## config.mk

```make
export PLATFORM = sky130hd
export DESIGN_NAME = mux_sel_nway
export DESIGN_NICKNAME = d
export VERILOG_FILES = /design/src/rtl/mux_sel_nway.sv
export SDC_FILE = /design/constraint.sdc
export NUM_CORES = 1
export LEC_CHECK = 0
export ABC_AREA = 1
export BUFFER_PORTS_ARGS = -buffer_cell sky130_fd_sc_hd__buf_4
export CAP_MARGIN = 30
export CORE_ASPECT_RATIO = 0.6
export CORE_MARGIN = 2
export CORE_UTILIZATION = 40
export DETAILED_ROUTE_END_ITERATION = 6
export SLEW_MARGIN = 20
export SYNTH_ARGS = -nofsm -noshare
export SYNTH_HDL_FRONTEND = slang
export SYNTH_SLANG_ARGS = --single-unit
```

## constraint.sdc

```tcl
create_clock -name i_Clk -period 1.5 [get_ports i_Clk]
set_input_delay 0.225 -clock i_Clk [delete_from_list [all_inputs] [get_ports i_Clk]]
set_output_delay 0.225 -clock i_Clk [all_outputs]
set_load 0.01 [all_outputs]
```

## src/rtl/mux_sel_nway.sv

```systemverilog
// N-channel W-bit multiplexer stepped by debounced push-buttons, with an
// optional auto-scan mode. Select, data and change pulse are all registered.

module mux_sel_nway_debounce #(
  parameter int LIMIT = 250000
) (
  input  logic clk,
  input  logic rst,
  input  logic sw_raw,
  output logic press
);
  localparam int CW = (LIMIT > 1) ? $clog2(LIMIT) : 1;

  logic          sync1_q, sync1_d;
  logic          sync2_q, sync2_d;
  logic          stable_q, stable_d;
  logic          stable_prev_q, stable_prev_d;
  logic [CW-1:0] cnt_q, cnt_d;

  always_comb begin
    sync1_d       = sw_raw;
    sync2_d       = sync1_q;
    stable_d      = stable_q;
    stable_prev_d = stable_q;
    cnt_d         = '0;
    // Any sample that matches the stable value restarts the count.
    if (sync2_q != stable_q) begin
      if (cnt_q == CW'(LIMIT - 1)) begin
        stable_d = sync2_q;
        cnt_d    = '0;
      end else begin
        cnt_d = cnt_q + CW'(1);
      end
    end
  end

  always_ff @(posedge clk) begin
    if (rst) begin
      sync1_q       <= 1'b0;
      sync2_q       <= 1'b0;
      stable_q      <= 1'b0;
      stable_prev_q <= 1'b0;
      cnt_q         <= '0;
    end else begin
      sync1_q       <= sync1_d;
      sync2_q       <= sync2_d;
      stable_q      <= stable_d;
      stable_prev_q <= stable_prev_d;
      cnt_q         <= cnt_d;
    end
  end

  assign press = stable_q & ~stable_prev_q;
endmodule

module mux_sel_nway #(
  parameter int WIDTH          = 4,
  parameter int NUM_CH         = 4,
  parameter int SEL_W          = 2,
  parameter int DEBOUNCE_LIMIT = 250000,
  parameter int AUTO_PERIOD    = 25000000
) (
  input  logic                    i_Clk,
  input  logic                    i_Rst,
  input  logic                    i_Switch_Next,
  input  logic                    i_Switch_Prev,
  input  logic                    i_Switch_Mode,
  input  logic [NUM_CH*WIDTH-1:0] i_Data,
  output logic [WIDTH-1:0]        o_Data,
  output logic [SEL_W-1:0]        o_Sel,
  output logic                    o_Auto,
  output logic                    o_Change
);
  localparam int NUM_SW = 3;
  localparam int TW     = (AUTO_PERIOD > 1) ? $clog2(AUTO_PERIOD) : 1;

  logic [NUM_SW-1:0] sw_raw;
  logic [NUM_SW-1:0] press;

  assign sw_raw = {i_Switch_Mode, i_Switch_Prev, i_Switch_Next};

  for (genvar g = 0; g < NUM_SW; g++) begin : g_sw
    mux_sel_nway_debounce #(.LIMIT(DEBOUNCE_LIMIT)) u_db (
      .clk    (i_Clk),
      .rst    (i_Rst),
      .sw_raw (sw_raw[g]),
      .press  (press[g])
    );
  end

  logic             next_ev, prev_ev, mode_ev;
  logic [SEL_W-1:0] sel_q, sel_d;
  logic             auto_q, auto_d;
  logic [TW-1:0]    timer_q, timer_d;
  logic [WIDTH-1:0] data_q, data_d;
  logic             change_q, change_d;
  logic             step_fwd, step_back, auto_step;

  assign next_ev = press[0];
  assign prev_ev = press[1];
  assign mode_ev = press[2];

  always_comb begin
    auto_d    = mode_ev ? ~auto_q : auto_q;
    timer_d   = '0;
    auto_step = 1'b0;
    // Mode press and any manual press restart the scan period; no auto step then.
    if (auto_q && !mode_ev && !(next_ev || prev_ev)) begin
      if (timer_q == TW'(AUTO_PERIOD - 1)) auto_step = 1'b1;
      else                                 timer_d   = timer_q + TW'(1);
    end

    step_fwd  = (next_ev & ~prev_ev) | auto_step;
    step_back = prev_ev & ~next_ev;

    sel_d = sel_q;
    if (step_fwd)
      sel_d = (sel_q == SEL_W'(NUM_CH - 1)) ? '0 : sel_q + SEL_W'(1);
    else if (step_back)
      sel_d = (sel_q == '0) ? SEL_W'(NUM_CH - 1) : sel_q - SEL_W'(1);

    change_d = (sel_d != sel_q);

    data_d = '0;
    for (int k = 0; k < NUM_CH; k++)
      if (sel_q == SEL_W'(k)) data_d = i_Data[k*WIDTH +: WIDTH];
  end

  always_ff @(posedge i_Clk) begin
    if (i_Rst) begin
      sel_q    <= '0;
      auto_q   <= 1'b0;
      timer_q  <= '0;
      data_q   <= '0;
      change_q <= 1'b0;
    end else begin
      sel_q    <= sel_d;
      auto_q   <= auto_d;
      timer_q  <= timer_d;
      data_q   <= data_d;
      change_q <= change_d;
    end
  end

  assign o_Sel    = sel_q;
  assign o_Auto   = auto_q;
  assign o_Data   = data_q;
  assign o_Change = change_q;
endmodule

```

==> results of run 1 <==
[registers in the layout, indices dropped and copies added (netlist names)]
signal	flops
timer_q	25
o_Auto	1
o_Data	4
g_sw.u_db.sync1_q	3
o_Change	1
g_sw.u_db.stable_prev_d	3
g_sw.u_db.cnt_q	54
g_sw.u_db.stable_prev_q	3
o_Sel	2
g_sw.u_db.sync2_q	3
[cell type report]
type / count / share of cell area, %
inverters: 77 / 4.23
clock buffers: 11 / 3.66
well taps: 160 / 2.90
flip-flops and latches: 99 / 29.2
multi-input cells: 440 / 44.8
repair buffers: 118 / 14.1
clock inverters: 5 / 1.09
[report_power, final]
group          switching [uW]  internal [uW]
combinational            81.5           81.5
clock                     998           1540
sequential               8.78           2640
total                    1090           4260
[worst max-delay path by stage]
stage | to | slack (ns) | cells after the start
after detailed placement | g_sw[1].u_db.cnt_q[12] | -0.15 | 9
after global placement | timer_q[16] | -0.09 | 9
final | g_sw[2].u_db.cnt_q[16] | -0.12 | 9
after global routing | g_sw[2].u_db.cnt_q[16] | -0.18 | 9
after CTS | g_sw[2].u_db.cnt_q[16] | -0.06 | 8
after floorplan | g_sw[2].u_db.cnt_q[15] | -0.0008 | 10
[metal layers]
layer / up-vias / GRT usage, %
li1: 2281 / -
met1: 2112 / 25.4
met2: 72 / 29.5
met3: 15 / 4.22
met4: 0 / 5.47
met5: - / 0
[cells in the final DEF, fill, tap and decap left out, types with 4 or more instances in the layout]
cell type / count
nor3b_2: 11
nand4_1: 14
a21oi_2: 14
nand3_2: 4
ha_4: 4
or2_2: 7
nand2_2: 24
xnor2_1: 7
inv_2: 9
nand3_4: 12
nor3_4: 7
nand4_4: 4
dfxtp_2: 14
nor3b_1: 4
nor2_1: 66
buf_4: 104
nand2_4: 8
o21ai_0: 10
nor3_2: 11
inv_1: 67
dfxtp_1: 82
nand2_1: 79
nor4_2: 5
a21oi_1: 30
nand3_1: 24
nor2_2: 23
xor2_1: 17
clkbuf_16: 11
buf_6: 11
nor3_1: 10
nor2_4: 14
[cells in the mapped netlist, drive strengths merged, types with 3 or more instances]
cell / instances / area (um2)
nor2: 103 / 472
xnor2: 7 / 61.3
o21a: 3 / 22.5
inv: 77 / 289
nor3b: 15 / 128
a31oi: 3 / 18.8
nor3: 28 / 181
nand4: 16 / 121
nand3: 36 / 233
a21oi: 44 / 220
ha: 8 / 100
dfxtp: 99 / 1980
nor4: 7 / 50.1
or2: 14 / 87.6
xor2: 19 / 166
buf: 7 / 51.3
o21ai: 14 / 70.1
nand2: 111 / 454
[through the flow]
step | std cells | total power [uW] | hold slack, ns | instance area (um2)
2_1_floorplan | 618 | 2760 | 0.284 | 4790
3_3_place_gp | 853 | 2820 | 0.397 | 5570
3_5_place_dp | 853 | 2830 | 0.400 | 5570
4_1_cts | 889 | 5370 | 0.0698 | 6280
5_1_grt | 910 | 5510 | 0.0931 | 6900
6_report | 910 | 5350 | 0.0804 | 6900
[worst max-delay path: cells and delay by family, from the launching register on]
kind | cells | cell delay [ns]
buffers and inverters | 1 | 0.07
DFF | 1 | 0.36
and+or+nand+nor | 7 | 0.89
adders and majority gates | 1 | 0.16
[cell families after synthesis]
family	after synthesis	synth area share [%]
AND/OR/NAND/NOR	333	36.7
flip-flops	99	41.6
buffers and inverters	85	7.23
AO/OA/AOI/OAI	67	7.54
XOR/XNOR	26	4.78
adder cells (fa/ha/maj)	8	2.10
[what timing repair did]
action,in CTS,in global routing
buffers inserted,14,17
endpoints found under the setup margin,68,76
resized for setup,56,107
pin swaps,13,43
gates cloned,6,4
==> flow_results.xml, run 1 <==
<?xml version="1.0" encoding="UTF-8"?>
<metrics>
  <group name="setup_path">
    <metric name="path_max_fanout" unit="">6</metric>
    <metric name="path_cells" unit="">ha_4 -&gt; nand2_4 -&gt; inv_2 -&gt; nand2_2 -&gt; or2_4 -&gt; nor3_4 -&gt; nand2_4 -&gt; nand3_4 -&gt; nor3b_1</metric>
    <metric name="worst_case_reg_to_reg_path_depth" unit="">9</metric>
    <metric name="cp-end-kind" unit="">flop</metric>
    <metric name="worst_r2r_startpoint" unit="">g_sw[2].u_db.cnt_q[1]</metric>
    <metric name="path_common_cell" unit="">nand2_4</metric>
    <metric name="critical_path.max_stage_delay" unit="ns">0.36</metric>
    <metric name="critical_path.startpoint_type" unit="">flop</metric>
    <metric name="timing_worst_setup_path_type" unit="">reg2reg</metric>
    <metric name="regToRegEndpoint" unit="">g_sw[2].u_db.cnt_q[16]</metric>
    <metric name="worstSetupStartpoint" unit="">g_sw[2].u_db.cnt_q[1]</metric>
    <metric name="cp_slowest_cell" unit="">dfxtp_2</metric>
    <metric name="crit_required" unit="ns">1.73</metric>
    <metric name="worst_ep_arrival_time" unit="ns">1.85</metric>
    <metric name="setup.reg_to_reg.worst_slack" unit="ns">-0.12</metric>
  </group>
  <group name="clock_network">
    <metric name="clock_tree.htree_level_count" unit="">3</metric>
    <metric name="clk_pin_slew_worst_paths" unit="ns">0.06</metric>
    <metric name="cts_num_sinks" unit="">99</metric>
    <metric name="cts_buffer_depth" unit="">2</metric>
    <metric name="cts_tree" unit="">done</metric>
    <metric name="worstSkewPairLatency" unit="ns">0.35</metric>
    <metric name="tritoncts.num_buffers" unit="">9</metric>
    <metric name="cts-hold-fix-buffers" unit="">0</metric>
    <metric name="cts_root_buffer" unit="">clkbuf_16</metric>
  </group>
  <group name="sta">
    <metric name="timing.final.max_slew_violations" unit="">0</metric>
    <metric name="final.setup_skew" unit="ns">0.00781</metric>
    <metric name="setup_viol" unit="">46</metric>
    <metric name="fin_ws" unit="ns">-0.124</metric>
    <metric name="clock.fmax" unit="MHz">616</metric>
    <metric name="timing.setup.tns" unit="ns">-2.44</metric>
    <metric name="max-slew-margin-rel" unit="%">60.3</metric>
    <metric name="unrepaired_setup_endpoints_after_global_routing" unit="">true</metric>
    <metric name="timing_worst_slew_pin_value" unit="ns">0.595</metric>
    <metric name="min_period_over_period" unit="%">108</metric>
    <metric name="shortest_period_the_worst_path_allows" unit="ns">1.62</metric>
    <metric name="final_hold_vio_count" unit="">0</metric>
  </group>
  <group name="power_and_ir_drop">
    <metric name="power.leakage" unit="uW">0.00270</metric>
    <metric name="irDropWorstVdd" unit="uV">684</metric>
    <metric name="power_density" unit="mW/mm2">776</metric>
  </group>
  <group name="min_path">
    <metric name="worst_hold_path_type" unit="">in2reg</metric>
    <metric name="worst_hold_depth" unit="">3</metric>
    <metric name="worstHoldEndpoint" unit="">g_sw[0].u_db.sync1_q</metric>
    <metric name="worst_hold_startpoint" unit="">i_Switch_Next</metric>
  </group>
  <group name="logic_synthesis">
    <metric name="synth.yosys.warnings" unit="">0</metric>
    <metric name="synth_cells" unit="">618</metric>
    <metric name="synth_nets" unit="">647</metric>
    <metric name="ys_seq_area_share" unit="%">41.6</metric>
    <metric name="yosys_register_bits" unit="">99</metric>
    <metric name="synth-edff-count" unit="">0</metric>
    <metric name="synth_async_sr_flop_share" unit="%">0</metric>
    <metric name="area_of_the_mapped_netlist" unit="mm2">0.00476</metric>
    <metric name="ys_types" unit="">42</metric>
    <metric name="synth_area_per_cell" unit="um2">7.70</metric>
    <metric name="dominantRegCellSynth" unit="">dfxtp_1</metric>
  </group>
  <group name="cells_and_area">
    <metric name="flow.area_growth_from_synthesis" unit="%">44.9</metric>
    <metric name="final.fill_count" unit="">976</metric>
    <metric name="nNetsFinal" unit="">774</metric>
    <metric name="area_taken_by_flip_flops_and_latches" unit="mm2">0.00201</metric>
    <metric name="final_util" unit="%">60.2</metric>
    <metric name="drive_gt1_share" unit="%">42.5</metric>
    <metric name="antennaDiodeCount" unit="">0</metric>
    <metric name="multi_input_comb_area" unit="mm2">0.00309</metric>
  </group>
  <group name="grt">
    <metric name="global_route_wire_length_before_repair" unit="mm">18.8</metric>
    <metric name="globalRouteTotalUtil" unit="%">18.5</metric>
    <metric name="number_of_antenna_violations_at_the_first_check_in_global_routing" unit="">0</metric>
    <metric name="globalRouteOverflowTotal" unit="">0</metric>
    <metric name="grt_pass1_vias" unit="">4104</metric>
    <metric name="grt_start_max_net_pins" unit="">19</metric>
  </group>
  <group name="status">
    <metric name="violated_checks" unit="">negative setup slack</metric>
    <metric name="status" unit="">finished, violations left</metric>
  </group>
  <group name="die">
    <metric name="io-pin-count" unit="">29</metric>
    <metric name="die_area" unit="mm2">0.0128</metric>
    <metric name="floorplan.initialDensity" unit="%">41.6</metric>
    <metric name="die_span_x" unit="um">145</metric>
    <metric name="die_h" unit="um">88.5</metric>
    <metric name="std_cell_rows" unit="">30</metric>
    <metric name="core" unit="mm2">0.0114</metric>
  </group>
  <group name="place">
    <metric name="dp.final_hpwl" unit="mm">7.71</metric>
    <metric name="detailedPlace.worstSlack" unit="ns">-0.153</metric>
    <metric name="io_buffer_count" unit="">28</metric>
    <metric name="place.gp.congestion" unit="">0.835</metric>
  </group>
  <group name="routing">
    <metric name="dr_total_vias" unit="">4480</metric>
    <metric name="route.met3.wl" unit="um">409</metric>
    <metric name="wire_per_inst" unit="um">13.3</metric>
    <metric name="highest-signal-layer" unit="">met4</metric>
    <metric name="viasPerCell" unit="">4.92</metric>
    <metric name="postRouteWirelength" unit="mm">12.1</metric>
    <metric name="number_of_violations_reported_at_the_end_of_detailed_routing_iteration_0" unit="">203</metric>
    <metric name="final_antenna_violating_net_count" unit="">0</metric>
    <metric name="met2_wirelength" unit="mm">5.65</metric>
    <metric name="met1_routed_wirelength_after_detailed_routing" unit="mm">5.92</metric>
    <metric name="first_pass_iteration_count_of_the_detailed_router" unit="">5</metric>
    <metric name="drc" unit="">0</metric>
  </group>
  <group name="flow_run">
    <metric name="drv.max_cap_violation_count" unit="">0</metric>
  </group>
</metrics>
Note: power is estimated with default switching activity, not from simulation.
==> run 2: changes to the inputs <==
--- a/config.mk
+++ b/config.mk
@@ -5,13 +5,13 @@
 export SDC_FILE = /design/constraint.sdc
 export NUM_CORES = 1
 export LEC_CHECK = 0
-export ABC_AREA = 1
 export BUFFER_PORTS_ARGS = -buffer_cell sky130_fd_sc_hd__buf_4
 export CAP_MARGIN = 30
 export CORE_ASPECT_RATIO = 0.6
 export CORE_MARGIN = 2
 export CORE_UTILIZATION = 40
 export DETAILED_ROUTE_END_ITERATION = 6
+export SKIP_LAST_GASP = 1
 export SLEW_MARGIN = 20
 export SYNTH_ARGS = -nofsm -noshare
 export SYNTH_HDL_FRONTEND = slang
==> run 2 against run 1 <==
  * The flow still finishes with violations (negative setup slack)
  * Combinational power rose by 87%
  * Flip-flop and latch count unchanged
  * Via count fell by 18%
  * Worst setup slack gained 0.052 ns
  * Non-clock buffer count up 3
  * First-iteration DRC count is 29% lower
  * Die area down 6.8%
  * Critical path depth decreased by 3
  * Worst hold slack better by 0.021 ns
  * Critical path type unchanged
  * Largest power group unchanged
  * Highest routed layer unchanged
==> flow_results.xml, run 2 <==
<?xml version="1.0" encoding="UTF-8"?>
<metrics>
  <group name="status">
    <metric name="status" unit="">finished, violations left</metric>
    <metric name="violated_checks" unit="">negative setup slack</metric>
  </group>
  <group name="logic_synthesis">
    <metric name="synthTopCellsByArea" unit="">dfxtp_1 45%, xor2_1 8.9%, nor2_1 8.7%</metric>
    <metric name="synth_compound_gate_area_share" unit="%">2.77</metric>
    <metric name="main_combinational_cell_family_by_area_after_synthesis" unit="">simple AND/OR/NAND/NOR gates</metric>
    <metric name="synth_cells" unit="">483</metric>
    <metric name="yosys_register_bits" unit="">99</metric>
    <metric name="ys_seq_area_share" unit="%">44.8</metric>
    <metric name="synth_area_leader_cell" unit="">dfxtp_1</metric>
    <metric name="yosys_top_cell_area_share" unit="%">44.8</metric>
    <metric name="synth-edff-count" unit="">0</metric>
    <metric name="synth_nets" unit="">512</metric>
    <metric name="synth_top_cells_by_count" unit="">102 x nor2_1, 99 x dfxtp_1, 45 x xor2_1</metric>
    <metric name="post-synth-top-count-cell" unit="">nor2_1</metric>
    <metric name="synth.yosys.warnings" unit="">0</metric>
    <metric name="post_synthesis_share_of_cell_area_spent_on_and_or_nand_and_nor_gates" unit="%">31.1</metric>
    <metric name="dominantRegCellSynth" unit="">dfxtp_1</metric>
    <metric name="synth_area_per_cell" unit="um2">9.15</metric>
    <metric name="ys_types" unit="">47</metric>
    <metric name="synth-adder-area-share" unit="%">2.26</metric>
    <metric name="synthMuxAreaShare" unit="%">0.905</metric>
    <metric name="synth_async_sr_flop_share" unit="%">0</metric>
    <metric name="area_of_the_mapped_netlist" unit="mm2">0.00442</metric>
    <metric name="synth_xor_area_share" unit="%">14.9</metric>
  </group>
  <group name="die">
    <metric name="io-pin-count" unit="">29</metric>
    <metric name="std_cell_rows" unit="">29</metric>
    <metric name="floorplan.initialDensity" unit="%">41.4</metric>
    <metric name="die_h" unit="um">85.4</metric>
    <metric name="core" unit="mm2">0.0107</metric>
    <metric name="die_span_x" unit="um">140</metric>
    <metric name="die_area" unit="mm2">0.0119</metric>
  </group>
  <group name="cells_and_area">
    <metric name="final_util" unit="%">59.3</metric>
    <metric name="flow.area_growth_from_synthesis" unit="%">43.0</metric>
    <metric name="drive_gt1_share" unit="%">41.9</metric>
    <metric name="nNetsFinal" unit="">630</metric>
    <metric name="antennaDiodeCount" unit="">0</metric>
    <metric name="registers.top_by_ff_count" unit="">g_sw.u_db.cnt_q</metric>
    <metric name="layout.cells.most_common_list" unit="">107 x buf_4, 73 x dfxtp_1, 64 x nor2_1</metric>
    <metric name="largest_register_ffs" unit="">54</metric>
    <metric name="final_cell_count_no_fill" unit="">745</metric>
    <metric name="layout_commonest_cell" unit="">buf_4</metric>
  </group>
  <group name="clock_network">
    <metric name="cts_num_sinks" unit="">99</metric>
    <metric name="clk_pin_slew_worst_paths" unit="ns">0.07</metric>
    <metric name="cts_tree" unit="">done</metric>
    <metric name="cts_root_buffer" unit="">clkbuf_16</metric>
    <metric name="tritoncts.num_buffers" unit="">9</metric>
    <metric name="clock_tree.htree_level_count" unit="">3</metric>
    <metric name="worstSkewPairLatency" unit="ns">0.34</metric>
    <metric name="cts_buffer_depth" unit="">2</metric>
  </group>
  <group name="sta">
    <metric name="timing_worst_slew_pin_value" unit="ns">0.522</metric>
    <metric name="max-slew-margin-rel" unit="%">65.1</metric>
    <metric name="shortest_period_the_worst_path_allows" unit="ns">1.57</metric>
    <metric name="setup_viol" unit="">56</metric>
    <metric name="clock.fmax" unit="MHz">636</metric>
    <metric name="timing.final.max_slew_violations" unit="">0</metric>
    <metric name="final_hold_vio_count" unit="">0</metric>
    <metric name="min_period_over_period" unit="%">105</metric>
    <metric name="timing.setup.tns" unit="ns">-2.35</metric>
    <metric name="final.setup_skew" unit="ns">0.00428</metric>
    <metric name="unrepaired_setup_endpoints_after_global_routing" unit="">true</metric>
    <metric name="fin_ws" unit="ns">-0.0724</metric>
  </group>
  <group name="place">
    <metric name="dp.final_hpwl" unit="mm">6.43</metric>
    <metric name="io_buffer_count" unit="">28</metric>
    <metric name="dp.cells" unit="">718</metric>
    <metric name="place.gp.congestion" unit="">0.784</metric>
  </group>
  <group name="routing">
    <metric name="dr_total_vias" unit="">3666</metric>
    <metric name="final_antenna_violating_net_count" unit="">0</metric>
    <metric name="postRouteWirelength" unit="mm">10.2</metric>
    <metric name="viasPerCell" unit="">4.92</metric>
    <metric name="first_pass_iteration_count_of_the_detailed_router" unit="">5</metric>
    <metric name="number_of_violations_reported_at_the_end_of_detailed_routing_iteration_0" unit="">145</metric>
    <metric name="wire_per_inst" unit="um">13.7</metric>
    <metric name="drc" unit="">0</metric>
  </group>
  <group name="grt">
    <metric name="grt_pass1_vias" unit="">3466</metric>
    <metric name="global_route_wire_length_before_repair" unit="mm">16.2</metric>
    <metric name="number_of_antenna_violations_at_the_first_check_in_global_routing" unit="">0</metric>
    <metric name="globalRouteTotalUtil" unit="%">16.7</metric>
    <metric name="globalRouteOverflowTotal" unit="">0</metric>
    <metric name="grt_start_max_net_pins" unit="">19</metric>
  </group>
  <group name="setup_path">
    <metric name="critical_path.startpoint_type" unit="">flop</metric>
    <metric name="worst_ep_arrival_time" unit="ns">1.81</metric>
    <metric name="cp-end-kind" unit="">flop</metric>
    <metric name="timing_worst_setup_path_type" unit="">reg2reg</metric>
    <metric name="crit_required" unit="ns">1.73</metric>
    <metric name="path_max_fanout" unit="">5</metric>
  </group>
  <group name="power_and_ir_drop">
    <metric name="power.leakage" unit="uW">0.00235</metric>
    <metric name="power_density" unit="mW/mm2">824</metric>
    <metric name="irDropWorstVdd" unit="uV">631</metric>
  </group>
  <group name="flow_run">
    <metric name="drv.max_cap_violation_count" unit="">0</metric>
  </group>
  <group name="min_path">
    <metric name="worst_hold_path_type" unit="">in2reg</metric>
  </group>
</metrics>
==> run 2: cell count changes in the layout (fill, tap and decap cells not counted), moves of 15 or more <==
| cell | previous run | this run |
|---|---|---|
| a21oi_1 | 30 | 5 |
| nand2_2 | 24 | 3 |
| inv_1 | 67 | 12 |
| xnor2_1 | 7 | 30 |
| and3_1 | 1 | 16 |
| xor2_1 | 17 | 41 |
| nand2_1 | 79 | 22 |
==> run 2: what timing repair did <==
action / CTS / global route
setup endpoints to repair: 84 / 89
pin swaps: 14 / 35
buffers inserted: 1 / 2
gates resized for setup: 39 / 96
hold buffers: 0 / 0
gates cloned: 4 / 4
==> run 2: kinds of logic after synthesis <==
logic type	count (synthesis)
and+or+nand+nor	254
buffers and inverters	26
muxes	4
xor gates and xnor gates	75
adders and majority gates	8
DFF	99
AOI/OAI and AO/OA	17
==> run 2: layout make-up <==
type                            instances  area, um2
Timing Repair Buffer                  121       1050
Multi-Input combinational cell        358       2750
Clock inverter                          3       21.3
Tap cell                              139        174
Clock buffer                           13        270
Inverter                               12       45.0
Fill cell                             919       4350
Sequential cell                        99       2010
==> run 2: worst paths after layout <==
check / from / endpoint / slack, ns / depth (start not counted)
max: g_sw[1].u_db.cnt_q[9] / g_sw[1].u_db.cnt_q[2] / -0.07 / 6
min: i_Switch_Prev / g_sw[1].u_db.sync1_q / 0.10 / 2
max reg2reg: g_sw[1].u_db.cnt_q[9] / g_sw[1].u_db.cnt_q[2] / -0.07 / 6
min reg2reg: g_sw[0].u_db.sync1_q / g_sw[0].u_db.sync2_q / 0.44 / 1
==> run 2: where the power goes <==
group,total [uW],internal (uW),leakage (uW),switching (uW)
Clock,2240,1260,0.000142,974
Sequential,2670,2660,0.000813,12.3
Combinational,304,159,0.00139,145
==> run 2: through the flow <==
stage | hold WS, ns | power, uW | area (um2) | setup WS [ns]
finish | 0.101 | 5210 | 6320 | -0.0724
global route | 0.119 | 5430 | 6320 | -0.118
CTS | 0.0961 | 5230 | 5850 | -0.0682
detailed placement | 0.431 | 2990 | 5380 | -0.103
global placement | 0.419 | 2980 | 5380 | -0.0504
floorplan | 0.353 | 2880 | 4470 | -0.0642
==> run 2: layer usage <==
layer  global-route usage, %  vias up  wire length (um)
li1                        -     1864                 -
met1                    23.4     1734              5200
met2                    24.9       57              4440
met3                    5.02       11               457
met4                    4.64        0               105
met5                       0        -                 0
==> run 2: critical path, cell delays in order (launching register included) <==
cell and delay (ns):
dfxtp_2 0.34, nor4b_4 0.29, nand2_1 0.10, nor4_2 0.33, or3_4 0.22, buf_6 0.14, nor2_1 0.04
==> run 3: changes to the inputs <==
--- a/config.mk
+++ b/config.mk
@@ -5,11 +5,13 @@
 export SDC_FILE = /design/constraint.sdc
 export NUM_CORES = 1
 export LEC_CHECK = 0
+export ABC_CLOCK_PERIOD_IN_PS = 1700
 export BUFFER_PORTS_ARGS = -buffer_cell sky130_fd_sc_hd__buf_4
 export CAP_MARGIN = 30
 export CORE_ASPECT_RATIO = 0.6
 export CORE_MARGIN = 2
 export CORE_UTILIZATION = 40
+export CTS_BUF_LIST = sky130_fd_sc_hd__clkbuf_2 sky130_fd_sc_hd__clkbuf_4 sky130_fd_sc_hd__clkbuf_8
 export DETAILED_ROUTE_END_ITERATION = 6
 export SKIP_LAST_GASP = 1
 export SLEW_MARGIN = 20
==> constraint.sdc (replaced) <==
create_clock -name i_Clk -period 1.7 [get_ports i_Clk]
set_input_delay 0.255 -clock i_Clk [delete_from_list [all_inputs] [get_ports i_Clk]]
set_output_delay 0.255 -clock i_Clk [all_outputs]
set_load 0.01 [all_outputs]
==> run 3 against run 2 <==
  * The run now ends clean
  * Via count decreased by 7.4%
  * Sequential power decreased by 12%
  * Flip-flop and latch count did not move
  * Fmax fell by 4.5%
  * Clock skew is 0.0046 ns higher
  * Die area stayed put
  * Worst setup slack improved by 0.13 ns
  * Sequential share of layout area is 5.3 points higher
  * Non-clock buffer count decreased by 55
  * Register-to-register slack improved by 0.13 ns
  * Critical path type unchanged
  * Critical endpoint is now o_Sel[0]
  * Largest cell class unchanged
  * Largest power group unchanged
  * Highest routed layer unchanged
==> flow_results.xml, run 3 (synthesized netlist as in run 2, its figures left out) <==
<?xml version="1.0" encoding="UTF-8"?>
<metrics>
  <group name="grt">
    <metric name="global_route_wire_length_before_repair" unit="mm">14.6</metric>
    <metric name="number_of_antenna_violations_at_the_first_check_in_global_routing" unit="">0</metric>
    <metric name="globalRouteTotalUtil" unit="%">14.7</metric>
    <metric name="grt_pass1_vias" unit="">3117</metric>
    <metric name="grt_start_max_net_pins" unit="">26</metric>
    <metric name="globalRouteOverflowTotal" unit="">0</metric>
  </group>
  <group name="die">
    <metric name="io-pin-count" unit="">29</metric>
    <metric name="die_span_x" unit="um">140</metric>
    <metric name="core" unit="mm2">0.0107</metric>
    <metric name="floorplan.initialDensity" unit="%">41.4</metric>
    <metric name="std_cell_rows" unit="">29</metric>
    <metric name="die_area" unit="mm2">0.0119</metric>
    <metric name="die_h" unit="um">85.4</metric>
  </group>
  <group name="clock_network">
    <metric name="cts_root_buffer" unit="">clkbuf_8</metric>
    <metric name="cts_num_sinks" unit="">99</metric>
    <metric name="clk_pin_slew_worst_paths" unit="ns">0.10</metric>
    <metric name="worstSkewPairLatency" unit="ns">0.36</metric>
    <metric name="cts-hold-fix-buffers" unit="">0</metric>
    <metric name="cts_buffer_depth" unit="">2</metric>
    <metric name="clock_tree.htree_level_count" unit="">3</metric>
    <metric name="cts_tree" unit="">done</metric>
    <metric name="tritoncts.num_buffers" unit="">9</metric>
  </group>
  <group name="sta">
    <metric name="final.setup_skew" unit="ns">0.00887</metric>
    <metric name="clock.fmax" unit="MHz">607</metric>
    <metric name="max-slew-margin-rel" unit="%">71.5</metric>
    <metric name="timing.setup.tns" unit="ns">0</metric>
    <metric name="final_hold_vio_count" unit="">0</metric>
    <metric name="unrepaired_setup_endpoints_after_global_routing" unit="">true</metric>
    <metric name="setup_viol" unit="">0</metric>
    <metric name="timing_worst_slew_pin_value" unit="ns">0.426</metric>
    <metric name="min_period_over_period" unit="%">96.8</metric>
    <metric name="shortest_period_the_worst_path_allows" unit="ns">1.65</metric>
    <metric name="timing.final.max_slew_violations" unit="">0</metric>
  </group>
  <group name="min_path">
    <metric name="worst_hold_path_type" unit="">in2reg</metric>
    <metric name="worst_hold_startpoint" unit="">i_Switch_Next</metric>
  </group>
  <group name="cells_and_area">
    <metric name="registers.top_by_ff_count" unit="">g_sw.u_db.cnt_q</metric>
    <metric name="largest_register_ffs" unit="">54</metric>
    <metric name="final.fill_count" unit="">993</metric>
    <metric name="nNetsFinal" unit="">575</metric>
    <metric name="layout_commonest_cell" unit="">nor2_1</metric>
    <metric name="layout.cells.most_common_list" unit="">102 x nor2_1, 97 x dfxtp_1, 62 x buf_4</metric>
    <metric name="antennaDiodeCount" unit="">0</metric>
    <metric name="flow.area_growth_from_synthesis" unit="%">21.0</metric>
    <metric name="drive_gt1_share" unit="%">20.5</metric>
  </group>
  <group name="setup_path">
    <metric name="path_common_cell" unit="">nor4_4</metric>
    <metric name="crit_required" unit="ns">1.95</metric>
    <metric name="critical_path.max_stage_delay" unit="ns">0.37</metric>
    <metric name="path_cells" unit="">nor4_4 -&gt; nand4_2 -&gt; nor4_4 -&gt; buf_4 -&gt; o21ai_1 -&gt; nor4b_2</metric>
    <metric name="critical-path-top-delay-family" unit="">simple AND/OR/NAND/NOR gates</metric>
    <metric name="timing_worst_setup_path_type" unit="">reg2reg</metric>
    <metric name="path_max_fanout" unit="">5</metric>
    <metric name="worstSetupStartpoint" unit="">timer_q[9]</metric>
    <metric name="cp_slowest_cell" unit="">dfxtp_4</metric>
    <metric name="critical_path.n_buffers_inverters" unit="">1</metric>
    <metric name="worst_ep_arrival_time" unit="ns">1.90</metric>
    <metric name="worst_r2r_startpoint" unit="">timer_q[9]</metric>
    <metric name="cp-end-kind" unit="">flop</metric>
    <metric name="critical_path.startpoint_type" unit="">flop</metric>
  </group>
  <group name="routing">
    <metric name="drc" unit="">0</metric>
    <metric name="wire_per_inst" unit="um">12.1</metric>
    <metric name="first_pass_iteration_count_of_the_detailed_router" unit="">4</metric>
    <metric name="dr_total_vias" unit="">3393</metric>
    <metric name="postRouteWirelength" unit="mm">8.34</metric>
    <metric name="final_antenna_violating_net_count" unit="">0</metric>
    <metric name="number_of_violations_reported_at_the_end_of_detailed_routing_iteration_0" unit="">220</metric>
    <metric name="viasPerCell" unit="">4.92</metric>
  </group>
  <group name="place">
    <metric name="io_buffer_count" unit="">28</metric>
    <metric name="dp.final_hpwl" unit="mm">5.91</metric>
    <metric name="place.gp.congestion" unit="">0.816</metric>
  </group>
  <group name="power_and_ir_drop">
    <metric name="power_density" unit="mW/mm2">795</metric>
    <metric name="irDropWorstVdd" unit="uV">450</metric>
    <metric name="power.leakage" unit="uW">0.00197</metric>
    <metric name="power" unit="uW">4260</metric>
  </group>
  <group name="status">
    <metric name="status" unit="">finished, final reports clean</metric>
  </group>
  <group name="flow_run">
    <metric name="drv.max_cap_violation_count" unit="">0</metric>
  </group>
</metrics>
-- run 3: cell types whose count changed in the layout (fill, tap and decap cells not counted), sizes merged --
cell,change
buf,-52
bufinv,+2
clkbuf,-7
inv,+2
-- run 3: where the power goes --
group	internal [uW]	leakage (uW)	switching (uW)	total (uW)
clock	840	0.000110	830	1670
sequential	2340	0.000801	9.71	2350
combinational	120	0.00106	112	232
-- run 3: area by class of cell --
class	instances	area [um2]	area share, %
well taps	139	174	3.25
flip-flops and latches	99	1990	37.1
inverters	12	45.0	0.842
multi-input cells	358	2380	44.4
repair buffers	66	546	10.2
clock buffers	9	124	2.31
clock inverters	7	98.8	1.85
-- run 3: routing by layer --
metal | global-route usage, % | vias up | part of all wire [%] | wire, um
met3 | 3.56 | 7 | 4.4 | 369
met2 | 21.6 | 60 | 41 | 3390
met4 | 4.64 | 0 | 1.0 | 86
met5 | 0 | - | 0 | 0
li1 | - | 1753 | - | -
met1 | 21.5 | 1573 | 54 | 4490
-- run 3: worst register-to-register path, delay by kind of cell, from the launching register on --
| kind | cells | cell delay (ns) |
|---|---|---|
| and+or+nand+nor | 4 | 0.92 |
| DFF | 1 | 0.37 |
| buffers and inverters | 1 | 0.18 |
| AOI/OAI and AO/OA | 1 | 0.07 |
-- run 3: per-stage QoR --
step           std cells  hold WS, ns  setup WS [ns]  cell area (um2)  utilization [%]
6_report             690        0.103         0.0537             5350             50.2
5_1_grt              690       0.0877       -0.00989             5350             50.2
2_1_floorplan        483        0.383          0.107             4420                -
3_3_place_gp         672        0.428         0.0558             5030             47.1
4_1_cts              688       0.0888         0.0430             5250             49.2
3_5_place_dp         672        0.432         0.0451             5030             47.1
-- run 3: path summary, 6_finish.rpt --
path	end	slack, ns	cells past startpoint
max	o_Sel[0]	0.05	6
min	g_sw[0].u_db.sync1_q	0.10	2
max reg2reg	o_Sel[0]	0.05	6
min reg2reg	g_sw[1].u_db.sync2_q	0.45	1
-- run 3: repair_timing --
| action | 4_1_cts | 5_1_grt |
|---|---|---|
| setup endpoints to repair | 0 | 81 |
| gates resized for setup | 0 | 18 |
| buffers inserted | 0 | 2 |
